--- src/rtl/keypad_emulator.sv ---
// Keypad emulator: answers a 4x4 column scan on the row lines for one queued key press at a time.
// Optional contact bounce in PRESS/RELEASE is built only when BOUNCE_EN is defined.
module keypad_emulator #(
    parameter int HOLD_CYCLES   = 5000000,
    parameter int GAP_CYCLES    = 2500000,
    parameter int BOUNCE_CYCLES = 50000
) (
    input  logic       clk,
    input  logic       reset,
    input  logic [3:0] col,
    output logic [3:0] fila,
    input  logic [3:0] key_code,
    input  logic       key_valid,
    output logic       key_ready,
    output logic       key_done,
    output logic       busy,
    output logic [2:0] dbg_state
);

    // Handshake: a press is accepted on any clk edge where key_valid && key_ready;
    // key_ready is high only in IDLE, so key_valid is ignored while a press is running.

    localparam int MAX_HB = (HOLD_CYCLES > GAP_CYCLES) ? HOLD_CYCLES : GAP_CYCLES;
    localparam int MAX_P  = (MAX_HB > BOUNCE_CYCLES) ? MAX_HB : BOUNCE_CYCLES;
    localparam int CW     = $clog2(MAX_P) + 1;

    function automatic logic [CW-1:0] term_of(input int p);
        if (p <= 1) return '0;
        else return CW'(p - 1);
    endfunction

    localparam logic [CW-1:0] HOLD_TERM   = term_of(HOLD_CYCLES);
    localparam logic [CW-1:0] GAP_TERM    = term_of(GAP_CYCLES);
    localparam logic [CW-1:0] BOUNCE_TERM = term_of(BOUNCE_CYCLES);

    typedef enum logic [2:0] {
        S_IDLE    = 3'd0,
        S_PRESS   = 3'd1,
        S_HOLD    = 3'd2,
        S_RELEASE = 3'd3,
        S_GAP     = 3'd4
    } state_t;

    state_t          state_q, state_d;
    logic [CW-1:0]   cnt_q, cnt_d;
    logic [3:0]      code_q, code_d;
    logic [3:0]      fila_q, fila_d;
    logic            done_q, done_d;
    logic            contact;
    logic            last;
    logic            bounce_bit;

`ifdef BOUNCE_EN
    logic [15:0] lfsr_q, lfsr_d;
    logic        lfsr_fb;

    // x^16+x^14+x^13+x^11+1, shifting left with feedback into bit 0
    assign lfsr_fb    = lfsr_q[15] ^ lfsr_q[13] ^ lfsr_q[12] ^ lfsr_q[10];
    assign bounce_bit = lfsr_q[0];

    always_comb begin
        lfsr_d = lfsr_q;
        if (state_q == S_PRESS || state_q == S_RELEASE)
            lfsr_d = {lfsr_q[14:0], lfsr_fb};
    end

    always_ff @(posedge clk or posedge reset) begin
        if (reset) lfsr_q <= 16'hACE1;
        else       lfsr_q <= lfsr_d;
    end
`else
    assign bounce_bit = 1'b0;
`endif

    always_comb begin
        state_d = state_q;
        cnt_d   = cnt_q;
        code_d  = code_q;
        done_d  = 1'b0;
        contact = 1'b0;
        last    = 1'b0;
        case (state_q)
            S_IDLE: begin
                if (key_valid) begin
                    code_d = key_code;
                    cnt_d  = '0;
`ifdef BOUNCE_EN
                    state_d = S_PRESS;
`else
                    state_d = S_HOLD;
`endif
                end
            end
            S_PRESS: begin
                last    = (cnt_q == BOUNCE_TERM);
                contact = last ? 1'b1 : bounce_bit;
                if (last) begin
                    state_d = S_HOLD;
                    cnt_d   = '0;
                end else begin
                    cnt_d = cnt_q + 1'b1;
                end
            end
            S_HOLD: begin
                contact = 1'b1;
                if (cnt_q == HOLD_TERM) begin
                    cnt_d = '0;
`ifdef BOUNCE_EN
                    state_d = S_RELEASE;
`else
                    state_d = S_GAP;
`endif
                end else begin
                    cnt_d = cnt_q + 1'b1;
                end
            end
            S_RELEASE: begin
                last    = (cnt_q == BOUNCE_TERM);
                contact = last ? 1'b0 : bounce_bit;
                if (last) begin
                    state_d = S_GAP;
                    cnt_d   = '0;
                end else begin
                    cnt_d = cnt_q + 1'b1;
                end
            end
            S_GAP: begin
                if (cnt_q == GAP_TERM) begin
                    state_d = S_IDLE;
                    cnt_d   = '0;
                    done_d  = 1'b1;
                end else begin
                    cnt_d = cnt_q + 1'b1;
                end
            end
            default: begin
                state_d = S_IDLE;
                cnt_d   = '0;
            end
        endcase
    end

    // A closed contact connects row code[3:2] to column code[1:0]; overlapping low columns are not an error.
    always_comb begin
        fila_d = 4'b1111;
        if (contact && !col[code_q[1:0]])
            fila_d[code_q[3:2]] = 1'b0;
    end

    always_ff @(posedge clk or posedge reset) begin
        if (reset) begin
            state_q <= S_IDLE;
            cnt_q   <= '0;
            code_q  <= 4'b0000;
            fila_q  <= 4'b1111;
            done_q  <= 1'b0;
        end else begin
            state_q <= state_d;
            cnt_q   <= cnt_d;
            code_q  <= code_d;
            fila_q  <= fila_d;
            done_q  <= done_d;
        end
    end

    assign fila      = fila_q;
    assign key_done  = done_q;
    assign key_ready = (state_q == S_IDLE);
    assign busy      = (state_q != S_IDLE);
    assign dbg_state = state_q;

endmodule

--- config.mk ---
export PLATFORM = sky130hd
export DESIGN_NAME = keypad_emulator
export DESIGN_NICKNAME = d
export VERILOG_FILES = /design/src/rtl/keypad_emulator.sv
export SDC_FILE = /design/constraint.sdc
export NUM_CORES = 1
export LEC_CHECK = 0
export ABC_AREA = 1
export CAP_MARGIN = 20
export CORE_MARGIN = 4
export CORE_UTILIZATION = 52
export CTS_CLUSTER_SIZE = 14
export DETAILED_ROUTE_END_ITERATION = 6
export PLACE_DENSITY = 0.87
export SLEW_MARGIN = 10
export SYNTH_ARGS = -nofsm -noshare
export SYNTH_HDL_FRONTEND = slang
export SYNTH_SLANG_ARGS = --single-unit
--- constraint.sdc ---
create_clock -name clk -period 1.4 [get_ports clk]
set_clock_uncertainty 0.05 [all_clocks]
set_input_delay 0.28 -clock clk [delete_from_list [all_inputs] [get_ports clk]]
set_output_delay 0.28 -clock clk [all_outputs]
set_load 0.02 [all_outputs]
# Word level (Yosys, flattened, before mapping)
# Cells that the tools add are included.
# word_totals
romBits	0
regBits	36
inputBits	11
ram_bits	0
latchBits	0
elab_cells	50
n_memories	0
# op_classes
mul	0
n_lt_le_gt_ge	3
shifts	0
addsub	1
n_bitwise	1
reduce_logical	8
eq_ne	12
muxes	20
n_div	0
# op_table
cell	count
24-bit 2-to-1 mux	4
24-bit one-hot mux with 4 select lines	1
24-bit by 1-bit adder with 24-bit output (second input constant)	1
24-bit by 16-bit == test with 1-bit output (second input constant)	1
24-bit by 22-bit == test with 1-bit output (second input constant)	1
24-bit by 23-bit == test with 1-bit output (second input constant)	1
3-bit 2-to-1 mux	5
3-bit one-hot mux with 5 select lines	1
2-bit != test (second input constant)	5
3-bit by 2-bit == test with 1-bit output (second input constant)	2
2-bit by 3-bit less-than comparator with 1-bit output (second input constant)	2
1-bit 2-to-1 mux	5
5-bit AND reduction	1
4-bit 2-to-1 mux	1
4-bit NOT	1
3-bit by 1-bit == test with 1-bit output (second input constant)	1
3-bit == test (second input constant)	1
3-bit logical NOT	1
3-bit nonzero test	1
1-bit binary-select mux with 2-bit select	1
1-bit demux with 2-bit select	1
2-bit by 1-bit greater-or-equal comparator with 1-bit output (second input constant)	1
1-bit logical AND	2
1-bit one-hot mux with 2 select lines	1
other kinds (3)	3

# Logic depth before layout (Yosys ltp)
# depth
depth_word	6
ltp_mapped	11
mapped_depth_nobuf	10

# Worst setup path after synthesis
# Ideal clock, no wire load.
# synth_timing
kind	register to register
start	reg state_q[1] (netlist: dbg_state[1])
end	reg cnt_q[0]
path_stages_with_launch	9
arrival_ps	1812
path_buffers	1
required_time_ps	1232
setup_slack_ps	-580
synth_period_minus_slack_ps	1980
cell_sequence	dfrtp_1 > inv_1 > ha_1 > inv_1 > nor2_1 > nor2_1 > clkbuf_1 > nand3_1 > nand2_1
# synth_lines
element	line	rtl
start: declaration	44	state_t state_q, state_d;
start signal: assignment	158	state_q <= state_d;
3-bit logical NOT *	--	
via key_ready	14	output logic key_ready,
24-bit one-hot mux with 4 select lines / 2-bit != test (equally long branches)	--	
end signal: assignment	159	cnt_q <= cnt_d;
end: declaration	45	logic [CW-1:0] cnt_q, cnt_d;
# Mark *: on every way through the listed nets, which the timed path passes. The rest lies on a longest branch.
# A chain may end at the register's enable or synchronous reset.

# Worst setup path in the final report
# layout_timing
start	reg cnt_q[0]
end	reg state_q[1] (netlist: dbg_state[1])
# layout_via
elab_chain_len	3
# layout_rtl
element	line	rtl
24-bit by 22-bit == test with 1-bit output (tied with other cells)	128	if (cnt_q == GAP_TERM) begin
2-bit != test (no line)	--	
5-bit AND reduction (no line) *	--	
# Every way passes the cells marked *; elsewhere a longest branch is shown, timed or not.

==> metrics.yaml <==
grt:
  grt_overflow_total: 0
  grt_antenna_before_repair: 0
  grt_use_met3_pct: 5.811
  grt_pass1_wl_um: 10800
  grt_use_met2_pct: 44.20
  grt_pass1_vias: 2439
  grt_max_degree: 36
  busiest_layer: "met2"
  use_met1_pct: 29.65
  grt_usage_pct: 25.53
synth:
  ys_warn_count: 0
  yosysTopAreaCell: "dfrtp_1"
  synth_edf_count: 0
  synthArstFlopShare_pct: 100.0
  yosysMostFrequentCell: "nand2_1"
  synthTopCellsByArea: "dfrtp_1 34%, nand2_1 17%, nand3_1 7.6%"
  syn_nets: 343
  synth_flop_cell: "dfrtp_1"
  ys_seq_elements: 35
  synth_area_um2: 2302
  synth_top_area_share_pct: 33.70
  synth.avg_cell_area_um2: 7.019
  synth_seq_area_share_pct: 38.26
  synthDistinctLibCells: 30
  yosys-top-cells-count: "107 x nand2_1, 40 x nor2_1, 35 x nand3_1"
  syn_inst: 328
clock_network:
  cts-root-buf: "clkbuf_8"
  clk_pin_slew_ns: 0.08
  clockBufferDepth: 2
  ctsHoldBuffers: 0
  cts.sinks: 35
  clk_latency_ns: 0.30
  cts_buffers: 5
  htree_levels: 2
  cts_tree: "done"
detailed_routing:
  drtIter0Drc: 338
  first_pass_iters: 6
  detail_route.wl_per_cell_um: 17.49
  vias: 2706
  ant_nets: 0
  drc: 0
  avgViaCountPerCell: 5.857
  routed_wl_um: 8081
timing:
  fin_tns_setup_ns: -6.465
  setup_violations: 29
  finalCritPeriodShare_pct: 124.3
  slew_violations: 0
  hold_violations: 0
  rsz0062_at_grt: "yes"
  period_needed_ns: 1.741
  layout_setup_ws_ns: -0.3407
  max_freq_ghz: 0.5745
pwr:
  p_int_mw: 2.374
  irDropWorstVdd_mv: 1.317
  p_comb_share_pct: 52.7
  switchingPower_mw: 1.767
  swShare_pct: 42.68
  totalPowerFinal_mw: 4.141
  p_seq_share_pct: 29.3
  power.share.clock_pct: 18.0
  power_density_nw_per_um2: 1237
  leakagePower_nw: 1.703
run_status:
  status: "complete, but fails checks"
  violations: "negative setup slack"
placement:
  placedCellCount: 443
  io_buffer_count: 19
  postPlaceCellArea_um2: 3027
  gp_congestion: 0.8562
  dp_hpwl_um: 4312
floorplan:
  rows: 23
  die_y_um: 74.54
  core_um2: 4144
  die_w_um: 74.54
  dieArea_um2: 5556
  initial_utilization_pct: 55.56
  ios: 21
critical_path:
  reg2regPathDepth: 11
  r2r_start: "cnt_q[0]$_DFFE_PP0P_"
  crit_path_start_kind: "flip-flop"
  crit_fanout: 3
  reg2reg_to: "dbg_state[1]$_DFFE_PP0P_"
  crit_path_end_kind: "flip-flop"
  r2r_setup_slack_ns: -0.34
  critPathKind: "reg -> reg"
  crit_arrival_ns: 1.87
  cp.required_ns: 1.53
finish:
  areaGrowthSynthToFinish_pct: 45.38
  diodes: 0
  final_core_util_pct: 80.77
  fin_area_um2: 3347
  fin_cells: 462
  final_nets: 426
  fillCellCount: 244
  drive_above_1_share_pct: 38.11
min_path:
  hold_class: "in -> async"
run:
  max_cap_violations: 0
kinds of logic after synthesis:
family	synth area share, %
xor+xnor	3.044
fa+ha+maj	2.174
simple gates	43.59
other cells	0.1629
flops	38.26
compound gates	2.989
buf+inv	9.782
registers in the layout (all words and copies together) (netlist names):
name       flops
code_q         4
key_done       1
fila           4
dbg_state      2
cnt_q         24
worst max path at each step:
stage | from | endpoint | slack (ns) | cells after the start
3_3_place_gp | dbg_state[2]$_DFFE_PP0P_ | key_ready | -0.16 | 3
3_5_place_dp | cnt_q[20]$_DFFE_PP0P_ | cnt_q[23]$_DFFE_PP0P_ | -0.23 | 8
2_1_floorplan | cnt_q[1]$_DFFE_PP0P_ | cnt_q[17]$_DFFE_PP0P_ | -0.09 | 11
6_report | cnt_q[0]$_DFFE_PP0P_ | dbg_state[1]$_DFFE_PP0P_ | -0.34 | 11
4_1_cts | cnt_q[1]$_DFFE_PP0P_ | cnt_q[21]$_DFFE_PP0P_ | -0.13 | 10
5_1_grt | cnt_q[14]$_DFFE_PP0P_ | dbg_state[2]$_DFFE_PP0P_ | -0.38 | 10
cells in the final DEF, fill, tap and decap left out, types with 3 or more instances in the layout:
master / n
clkbuf_8: 5
nand2_1: 101
buf_2: 5
inv_1: 26
dfrtp_2: 4
nand3_2: 15
buf_12: 3
nor2_2: 12
nand4_1: 14
a21oi_1: 5
dfrtp_1: 27
buf_4: 58
nor2_1: 29
nor2_4: 6
o21ai_0: 3
nand3b_1: 4
clkdlybuf4s50_1: 10
nand2_4: 5
dfstp_2: 4
nand2_2: 9
nand3_1: 22
ha_4: 3
inv_2: 8
xor2_1: 6
buf_6: 10
stage by stage:
stage	setup WS, ns	hold slack [ns]
final	-0.3407	0.2692
after global routing	-0.3834	0.2900
after CTS	-0.1318	0.2849
after detailed placement	-0.2256	0.3617
after global placement	-0.1552	0.3614
after floorplan	-0.09400	0.3469
power by group through the flow:
stage | registers [mW] | clock network [mW] | logic [mW]
final | 1.21 | 0.746 | 2.18
after global routing | 1.22 | 0.787 | 2.31
after global placement | 1.21 | 0 | 1.66
after CTS | 1.20 | 0.727 | 1.84
after detailed placement | 1.22 | 0 | 1.72
after floorplan | 1.27 | 0 | 1.00
critical path, cell delays in order, from the launching register on:
cell and delay (ns):
dfrtp_1 0.41, ha_4 0.17, nand2_4 0.07, clkinv_4 0.08, nand2_4 0.06, nor2_4 0.10
nand3_2 0.13, nand2_4 0.17, buf_6 0.13, nand3_2 0.09, nand2_1 0.09, nand2_1 0.07
area by class of cell:
cell class / count / area, um2 / area share (%)
clock inverters: 1 / 5.005 / 0.1495
multi-input cells: 245 / 1424 / 42.54
well taps: 50 / 62.56 / 1.869
clock buffers: 7 / 76.32 / 2.280
inverters: 37 / 151.4 / 4.523
repair buffers: 87 / 742.0 / 22.17
flip-flops and latches: 35 / 885.9 / 26.47
metal layers:
metal  vias to the layer above  part of all wire (%)  routed length [um]
li1                       1196                     -                   -
met3                        63                   8.4                 679
met5                         -                     0                   0
met1                      1281                    36                2929
met2                       166                    48                3917
met4                         0                   6.9                 554
repair_timing:
action,CTS,global route
setup buffers,1,8
pin swaps,8,6
setup endpoints to repair,35,36
gates cloned,0,2
resized for setup,56,28
Power figures use the tool's default switching activity.
